===== config.mk =====
export PLATFORM = sky130hd
export DESIGN_NAME = alu_nibble_sequencer
export DESIGN_NICKNAME = d
export VERILOG_FILES = /design/src/rtl/alu_nibble_sequencer.sv
export SDC_FILE = /design/constraint.sdc
export NUM_CORES = 1
export LEC_CHECK = 0
export ABC_CLOCK_PERIOD_IN_PS = 1900
export CORE_ASPECT_RATIO = 0.5
export CORE_MARGIN = 4
export CORE_UTILIZATION = 55
export DETAILED_ROUTE_END_ITERATION = 6
export DONT_BUFFER_PORTS = 1
export GPL_TIMING_DRIVEN = 0
export PLACE_DENSITY_LB_ADDON = 0.15
export SLEW_MARGIN = 20
export SYNTH_ARGS = -nofsm -noshare
export SYNTH_HDL_FRONTEND = slang
export SYNTH_SLANG_ARGS = --single-unit

===== constraint.sdc =====
create_clock -name clk -period 1.9 [get_ports clk]
set_input_delay 0.38 -clock clk [delete_from_list [all_inputs] [get_ports clk]]
set_output_delay 0.38 -clock clk [all_outputs]
set_load 0.1 [all_outputs]

===== src/rtl/alu_nibble_sequencer.sv =====
// Drives a 4-bit ALU one nibble per clock (LSB first), chaining the carry through a register.
// Latency NIBBLES+1 cycles from start to done; start is only taken while ready (IDLE) is high.
module alu_nibble_sequencer #(
   parameter int NIBBLES = 4
) (
   input  logic                 clk,
   input  logic                 rst,
   input  logic                 start,
   output logic                 ready,
   input  logic [4*NIBBLES-1:0] op_a,
   input  logic [4*NIBBLES-1:0] op_b,
   input  logic [3:0]           op_s,
   input  logic                 op_m,
   input  logic                 op_cin,
   output logic [3:0]           alu_A,
   output logic [3:0]           alu_B,
   output logic [3:0]           alu_S,
   output logic                 alu_M,
   output logic                 alu_Pin,
   input  logic [3:0]           alu_R,
   input  logic [3:0]           alu_P,
   output logic [4*NIBBLES-1:0] result,
   output logic                 carry_out,
   output logic                 zero,
   output logic                 done,
   output logic                 busy
);

   localparam int IW = (NIBBLES > 1) ? $clog2(NIBBLES) : 1;
   localparam logic [IW-1:0] LAST = IW'(NIBBLES - 1);

   typedef enum logic [1:0] {
      IDLE = 2'd0,
      RUN  = 2'd1,
      DONE = 2'd2
   } state_t;

   state_t                  state;
   state_t                  state_nxt;
   logic [NIBBLES-1:0][3:0] a_lat;
   logic [NIBBLES-1:0][3:0] b_lat;
   logic [NIBBLES-1:0][3:0] res_q;
   logic [NIBBLES-1:0][3:0] res_nxt;
   logic [3:0]              s_lat;
   logic                    m_lat;
   logic                    carry_q;
   logic                    cout_q;
   logic                    zero_q;
   logic [IW-1:0]           idx;
   logic                    last;
   logic                    p_unused;

   assign last     = (idx == LAST);
   assign p_unused = ^alu_P[2:0];

   always_ff @(posedge clk) begin
      if (rst) state <= IDLE;
      else     state <= state_nxt;
   end

   always_comb begin
      state_nxt = state;
      case (state)
         IDLE:    if (start) state_nxt = RUN;
         RUN:     if (last)  state_nxt = DONE;
         DONE:    state_nxt = IDLE;
         default: state_nxt = IDLE;
      endcase
   end

   // Result with the current nibble merged in; zero must see it before it is registered.
   always_comb begin
      res_nxt      = res_q;
      res_nxt[idx] = alu_R;
   end

   always_ff @(posedge clk) begin
      if (rst) begin
         a_lat   <= '0;
         b_lat   <= '0;
         s_lat   <= '0;
         m_lat   <= 1'b0;
         carry_q <= 1'b0;
         idx     <= '0;
         res_q   <= '0;
         cout_q  <= 1'b0;
         zero_q  <= 1'b0;
      end else begin
         case (state)
            IDLE: if (start) begin
               a_lat   <= op_a;
               b_lat   <= op_b;
               s_lat   <= op_s;
               m_lat   <= op_m;
               carry_q <= op_cin;
               idx     <= '0;
               res_q   <= '0;
               zero_q  <= 1'b0;
            end
            RUN: begin
               res_q   <= res_nxt;
               carry_q <= alu_P[3];
               if (last) begin
                  cout_q <= alu_P[3];
                  zero_q <= (res_nxt == '0);
               end else begin
                  idx <= idx + 1'b1;
               end
            end
            default: ;
         endcase
      end
   end

   assign alu_A     = (state == RUN) ? a_lat[idx] : 4'h0;
   assign alu_B     = (state == RUN) ? b_lat[idx] : 4'h0;
   assign alu_S     = s_lat;
   assign alu_M     = m_lat;
   assign alu_Pin   = carry_q;
   assign ready     = (state == IDLE);
   assign busy      = (state == RUN) || (state == DONE);
   assign done      = (state == DONE);
   assign result    = res_q;
   assign carry_out = cout_q;
   assign zero      = zero_q;

endmodule


## Word level (Yosys, flattened, before mapping)

Index checks and enable logic that the tools add are counted.

| storage, ports and cells | value |
|---|---|
| output and inout port bits | 35 |
| logic and storage cells | 61 |
| latch bits | 0 |
| memories kept | 0 |
| memory bits (read-only) | 0 |
| memory bits (writable) | 0 |
| register bits | 60 |

| operators by class | value |
|---|---|
| multipliers | 0 |
| reductions and logical operators | 11 |
| $lt $le $gt $ge | 2 |
| bitwise logic cells | 0 |
| equality and inequality tests | 6 |
| divide/modulo/power cells | 0 |
| add/subtract/negate cells | 1 |
| muxes and demuxes | 22 |
| shift operators | 0 |

Operators by type and width:

| operator | count |
|---|---|
| one-hot mux 16 bit (2 select lines) | 1 |
| 2-to-1 mux 4 bit | 5 |
| binary-select mux 4 bit (select 2 bit) | 2 |
| bitwise mux 16 bit | 1 |
| zero test 16 bit | 1 |
| 2-to-1 mux 16 bit | 1 |
| demux 4 bit (select 2 bit) | 1 |
| 2-to-1 mux 2 bit | 4 |
| one-hot mux 2 bit (2 select lines) | 2 |
| AND reduction 2 bit | 4 |
| inequality test 2 bit, second input constant | 3 |
| AND reduction 3 bit | 2 |
| == test 2 bit, second input constant | 2 |
| one-hot mux 1 bit (2 select lines) | 2 |
| < comparator 2 x 3 -> 1 bit, second input constant | 1 |
| 2-to-1 mux 1 bit | 3 |
| adder 2 x 1 -> 2 bit, second input constant | 1 |
| == test 2 x 1 -> 1 bit, second input constant | 1 |
| greater-or-equal comparator 2 x 1 -> 1 bit, second input constant | 1 |
| zero test 2 bit | 1 |
| nonzero test 2 bit | 1 |
| logical AND 1 bit | 1 |
| logical OR 1 bit | 1 |

## Longest topological paths before layout

| depth | value |
|---|---|
| depth in word-level cells | 8 |
| mapped depth | 8 |
| mapped depth without buffers | 6 |

## Least setup slack after synthesis

OpenSTA, ideal clock, no wires.

| timing | value |
|---|---|
| path type | flip-flop to flip-flop |
| start | reg state[0] |
| end | reg res_q (netlist bit result[15]) |
| slack | -342 ps |
| setup time | 128 ps |
| data arrival time | 2114 ps |
| buffers on the path | 2 |
| period minus slack after synthesis | 2242 ps |
| stages on the path, launching flop included | 9 |
| path through | dfxtp_1 -> inv_1 -> ha_1 -> nor2b_1 -> buf_2 -> nor2_1 -> buf_2 -> a32oi_1 -> nor2_1 |

| between the ends | value |
|---|---|
| longest elaborated chain between the ends | 3 |

RTL lines:

| item | line | text |
|---|---|---|
| start, declared | 38 | `state_t state;` |
| start signal, assigned | 58 | `else state <= state_nxt;` |
| zero test 2 bit * | -- |  |
| net ready | 9 | `output logic ready,` |
| inequality test 2 bit (no line) or nonzero test 2 bit (tied branches) | -- |  |
| AND reduction 2 bit (no line) | -- |  |
| end signal, assigned | 101 | `res_q <= res_nxt;` |
| end, declared | 42 | `logic [NIBBLES-1:0][3:0] res_q;` |

Mark *: on every way through the listed nets, which the timed path passes. The rest lies on a longest branch.
A chain may end at the register's enable or synchronous reset.

## Final worst setup path

| timing | value |
|---|---|
| start | reg idx[0] |
| end | out alu_A[2] |

| between the ends | value |
|---|---|
| longest elaborated chain between the ends | 3 |

RTL lines:

| item | line | text |
|---|---|---|
| start, declared | 49 | `logic [IW-1:0] idx;` |
| start signal, assigned | 107 | `idx <= idx + 1'b1;` |
| binary-select mux 4 bit (select 2 bit) | 115 | `assign alu_A = (state == RUN) ? a_lat[idx] : 4'h0;` |
| 2-to-1 mux 4 bit (not written as such) | 115 |  |
| 2-to-1 mux 4 bit | 115 |  |
| end, declared | 15 | `output logic [3:0] alu_A,` |

Every way passes these cells. The select of a mux whose other input is x is not followed.

==> flow_summary_export.csv <==
group,metric,value,unit
run_status,status,"complete, but fails checks",
run_status,violations,"setup timing",
finish,drive_gt1_share,24.6,%
die,die_width,107,um
sta,setup_violations,8,
worst_hold_path,hp-start,"op_b[3]",
drt,num_vias,2312,
placement,port_buffers,0,
die,start_util,59.5,%
drt,drt_iter0_drc,104,
global_route,grt.overflow.total,0,
finish,final_cell_mix,"nand2_1 (80), dfxtp_1 (57), a21oi_1 (46), nor2_1 (26), a32oi_1 (11)",
finish,syn_to_final_growth,20.2,%
worst_hold_path,holdPathStages,2,
power,p_leak,1.23,nW
worst_setup_path,reg2reg_slack,-0.01,ns
power,combPwrFrac,20.5,%
finish,layout_commonest_cell,"nand2_1",
worst_setup_path,arrival,1.61,ns
worst_setup_path,cp-start-kind,"flip-flop",
die,rows,17,
clock_network,cts_tree,"yes",
power,p_per_area,1020,nW/um^2
die,fp.coreArea,4570,sq um
clock_network,clk_latency,0.33,ns
global_route,grt_pass1_wl,10700,um
power,intPower,2.23,mW
worst_setup_path,worstPathMaxFanout,4,
placement,dp_hpwl,4790,um
sta,fin_crit,1.99,ns
clock_network,numClockSinks,60,
synth,syn_area,2720,sq um
sta,max_slew.worst_pin.slew,1.09,ns
finish,utilization,71.5,%
worst_setup_path,worstReg2RegEnd,"zero",
clock_network,clkTransAtPathRegs,0.07,ns
clock_network,clk_path_buf_depth,2,
synth,async_flop_share,0,%
worst_setup_path,worstPathRequired,1.52,ns
die,die_h,57.7,um
sta,post-route-period-util,105,%
synth,synth_area_per_cell,8.53,sq um
power,clock_power_share,34.3,%
power,switching_share,33.1,%
finish,nets,395,
sta,hold_viol_final,0,
clock_network,cts.htree.levels,3,
synth,ys_seq_elements,60,
synth,synthTopCellsByArea,"dfxtp_1 (44%), nand2_1 (11%), a21oi_1 (8.5%)",
clock_network,numCtsBuffers,9,
global_route,antenna_found_initial,0,
power,p_switching,1.10,mW
drt,routed_wl,6860,um
drt,wire_per_inst,16.8,um
worst_setup_path,worstRegToRegCells,8,
synth,synthesis.nets,377,
sta,drv_slew,0,
die,ios,84,
flow_run,drv_cap,0,
drt,antenna_left,0,
drt,drtPass1Iterations,4,
synth,yosys.area.top_type,"dfxtp_1",
sta,fin_skew,0.00551,ns
drt,drc,0,
die,dieArea,6200,sq um
finish,num_antenna_cells,0,
sta,setup_slack,-0.0944,ns
global_route,grt_start_max_net_pins,12,
drt,vias_per_cell,5.67,
worst_setup_path,cp-end-kind,"output pin",
clock_network,clockRootBuffer,"clkbuf_8",
synth,yosysSeqAreaShare,44.2,%
synth,synth.distinct_cells,37,
synth,netlist_instances,319,
global_route,grt_use_total,21.9,%
synth,synth_edf_count,0,
sta,slew_headroom,27.5,%
worst_hold_path,holdCritPathClass,"input pin to flip-flop",
worst_hold_path,hold_path_end,"b_lat[3]",
synth,synthFlopType,"dfxtp_1",
global_route,grt_pass1_vias,2230,
sta,finalSetupTns,-0.392,ns
synth,netlist.area_leader.share,44.2,%
power,ir_drop,0.679,mV
sta,max_freq,501,MHz
worst_setup_path,critical_path_class,"flip-flop to output pin",
placement,globalplace.congestion,0.760,
power,pwr-share-seq,45.2,%
worst_setup_path,rr_startpoint,"idx[0]",
sta,rsz0062_at_grt,"yes",
synth,yosysWarnings,0,
==> sequential cells by signal, indices dropped and copies added, names as in the netlist <==
name / count
result: 16
b_lat: 16
idx: 2
a_lat: 16
carry_out: 1
alu_Pin: 1
state: 2
zero: 1
alu_M: 1
alu_S: 4
==> through the flow <==
stage / cells / hold slack (ns) / power [mW] / worst slack [ns] / cell area, sq um
after floorplan: 319 / 0.433 / 1.98 / -0.00827 / 2740
after global placement: 385 / 0.439 / 2.07 / -0.191 / 2820
after detailed placement: 385 / 0.447 / 2.09 / -0.243 / 2820
after CTS: 409 / 0.152 / 3.32 / -0.116 / 3200
after global routing: 408 / 0.158 / 3.48 / -0.140 / 3270
final: 408 / 0.170 / 3.34 / -0.0944 / 3270
==> worst max-delay path by stage <==
stage / start / endpoint / slack, ns
global route: idx[0] / alu_A[2] / -0.14
global placement: idx[1] / zero / -0.19
CTS: idx[0] / alu_A[2] / -0.12
detailed placement: state[0] / result[5] / -0.24
floorplan: state[0] / result[15] / -0.008
finish: idx[0] / alu_A[2] / -0.09
==> cell families (layout without fill, tap and decap cells) <==
family,count (synthesis),after routing,share of synthesized area [%]
buffers and inverters,31,54,5.11
muxes,11,11,7.96
AOI/OAI and AO/OA,79,79,18.9
adders and majority gates,9,9,4.14
DFF,60,60,44.2
and+or+nand+nor,129,129,19.7
==> synth_stat cells, types with 3 or more instances <==
| library cell | number |
|---|---|
| a21oi_1 | 46 |
| a22oi_1 | 3 |
| a32oi_1 | 13 |
| and2_1 | 9 |
| buf_2 | 12 |
| clkbuf_1 | 11 |
| dfxtp_1 | 60 |
| ha_1 | 9 |
| inv_1 | 4 |
| mux4_2 | 8 |
| nand2_1 | 80 |
| nor2_1 | 27 |
| nor3_1 | 4 |
| o31ai_1 | 4 |
==> critical path: stages, from the launching register on <==
cell and delay (ns):
dfxtp_4 0.36, bufbuf_16 0.26, buf_4 0.13, mux4_2 0.20
and2_4 0.32
==> routing by layer <==
metal / GRT usage [%] / vias to the layer above / wire length (um)
met5: 0 / - / 0
met4: 5.76 / 0 / 49
met3: 9.23 / 5 / 582
met2: 38.5 / 80 / 3400
met1: 25.1 / 1087 / 2830
li1: - / 1140 / -
==> power groups by stage <==
stage | registers [mW] | logic (mW) | clock network [mW]
floorplan | 1.52 | 0.465 | 0
global placement | 1.53 | 0.541 | 0
detailed placement | 1.53 | 0.557 | 0
CTS | 1.51 | 0.642 | 1.17
global route | 1.52 | 0.736 | 1.23
finish | 1.51 | 0.684 | 1.15
==> layout make-up <==
type	count	area, sq um
plain buffers	22	158
clock buffers	10	138
clock inverters	6	63.8
fillers	369	1300
inverters	6	22.5
multi-input cells	228	1500
flip-flops and latches	60	1210
well taps	66	82.6
repair buffers	10	100
==> what timing repair did <==
| action | CTS | global route |
|---|---|---|
| resized for setup | 31 | 22 |
| endpoints found under the setup margin | 57 | 45 |
| hold buffers | 0 | 0 |
| pin swaps | 10 | 2 |
| buffers inserted | 8 | 1 |
| gates cloned | 1 | 0 |
Power figures use the tool's default switching activity.
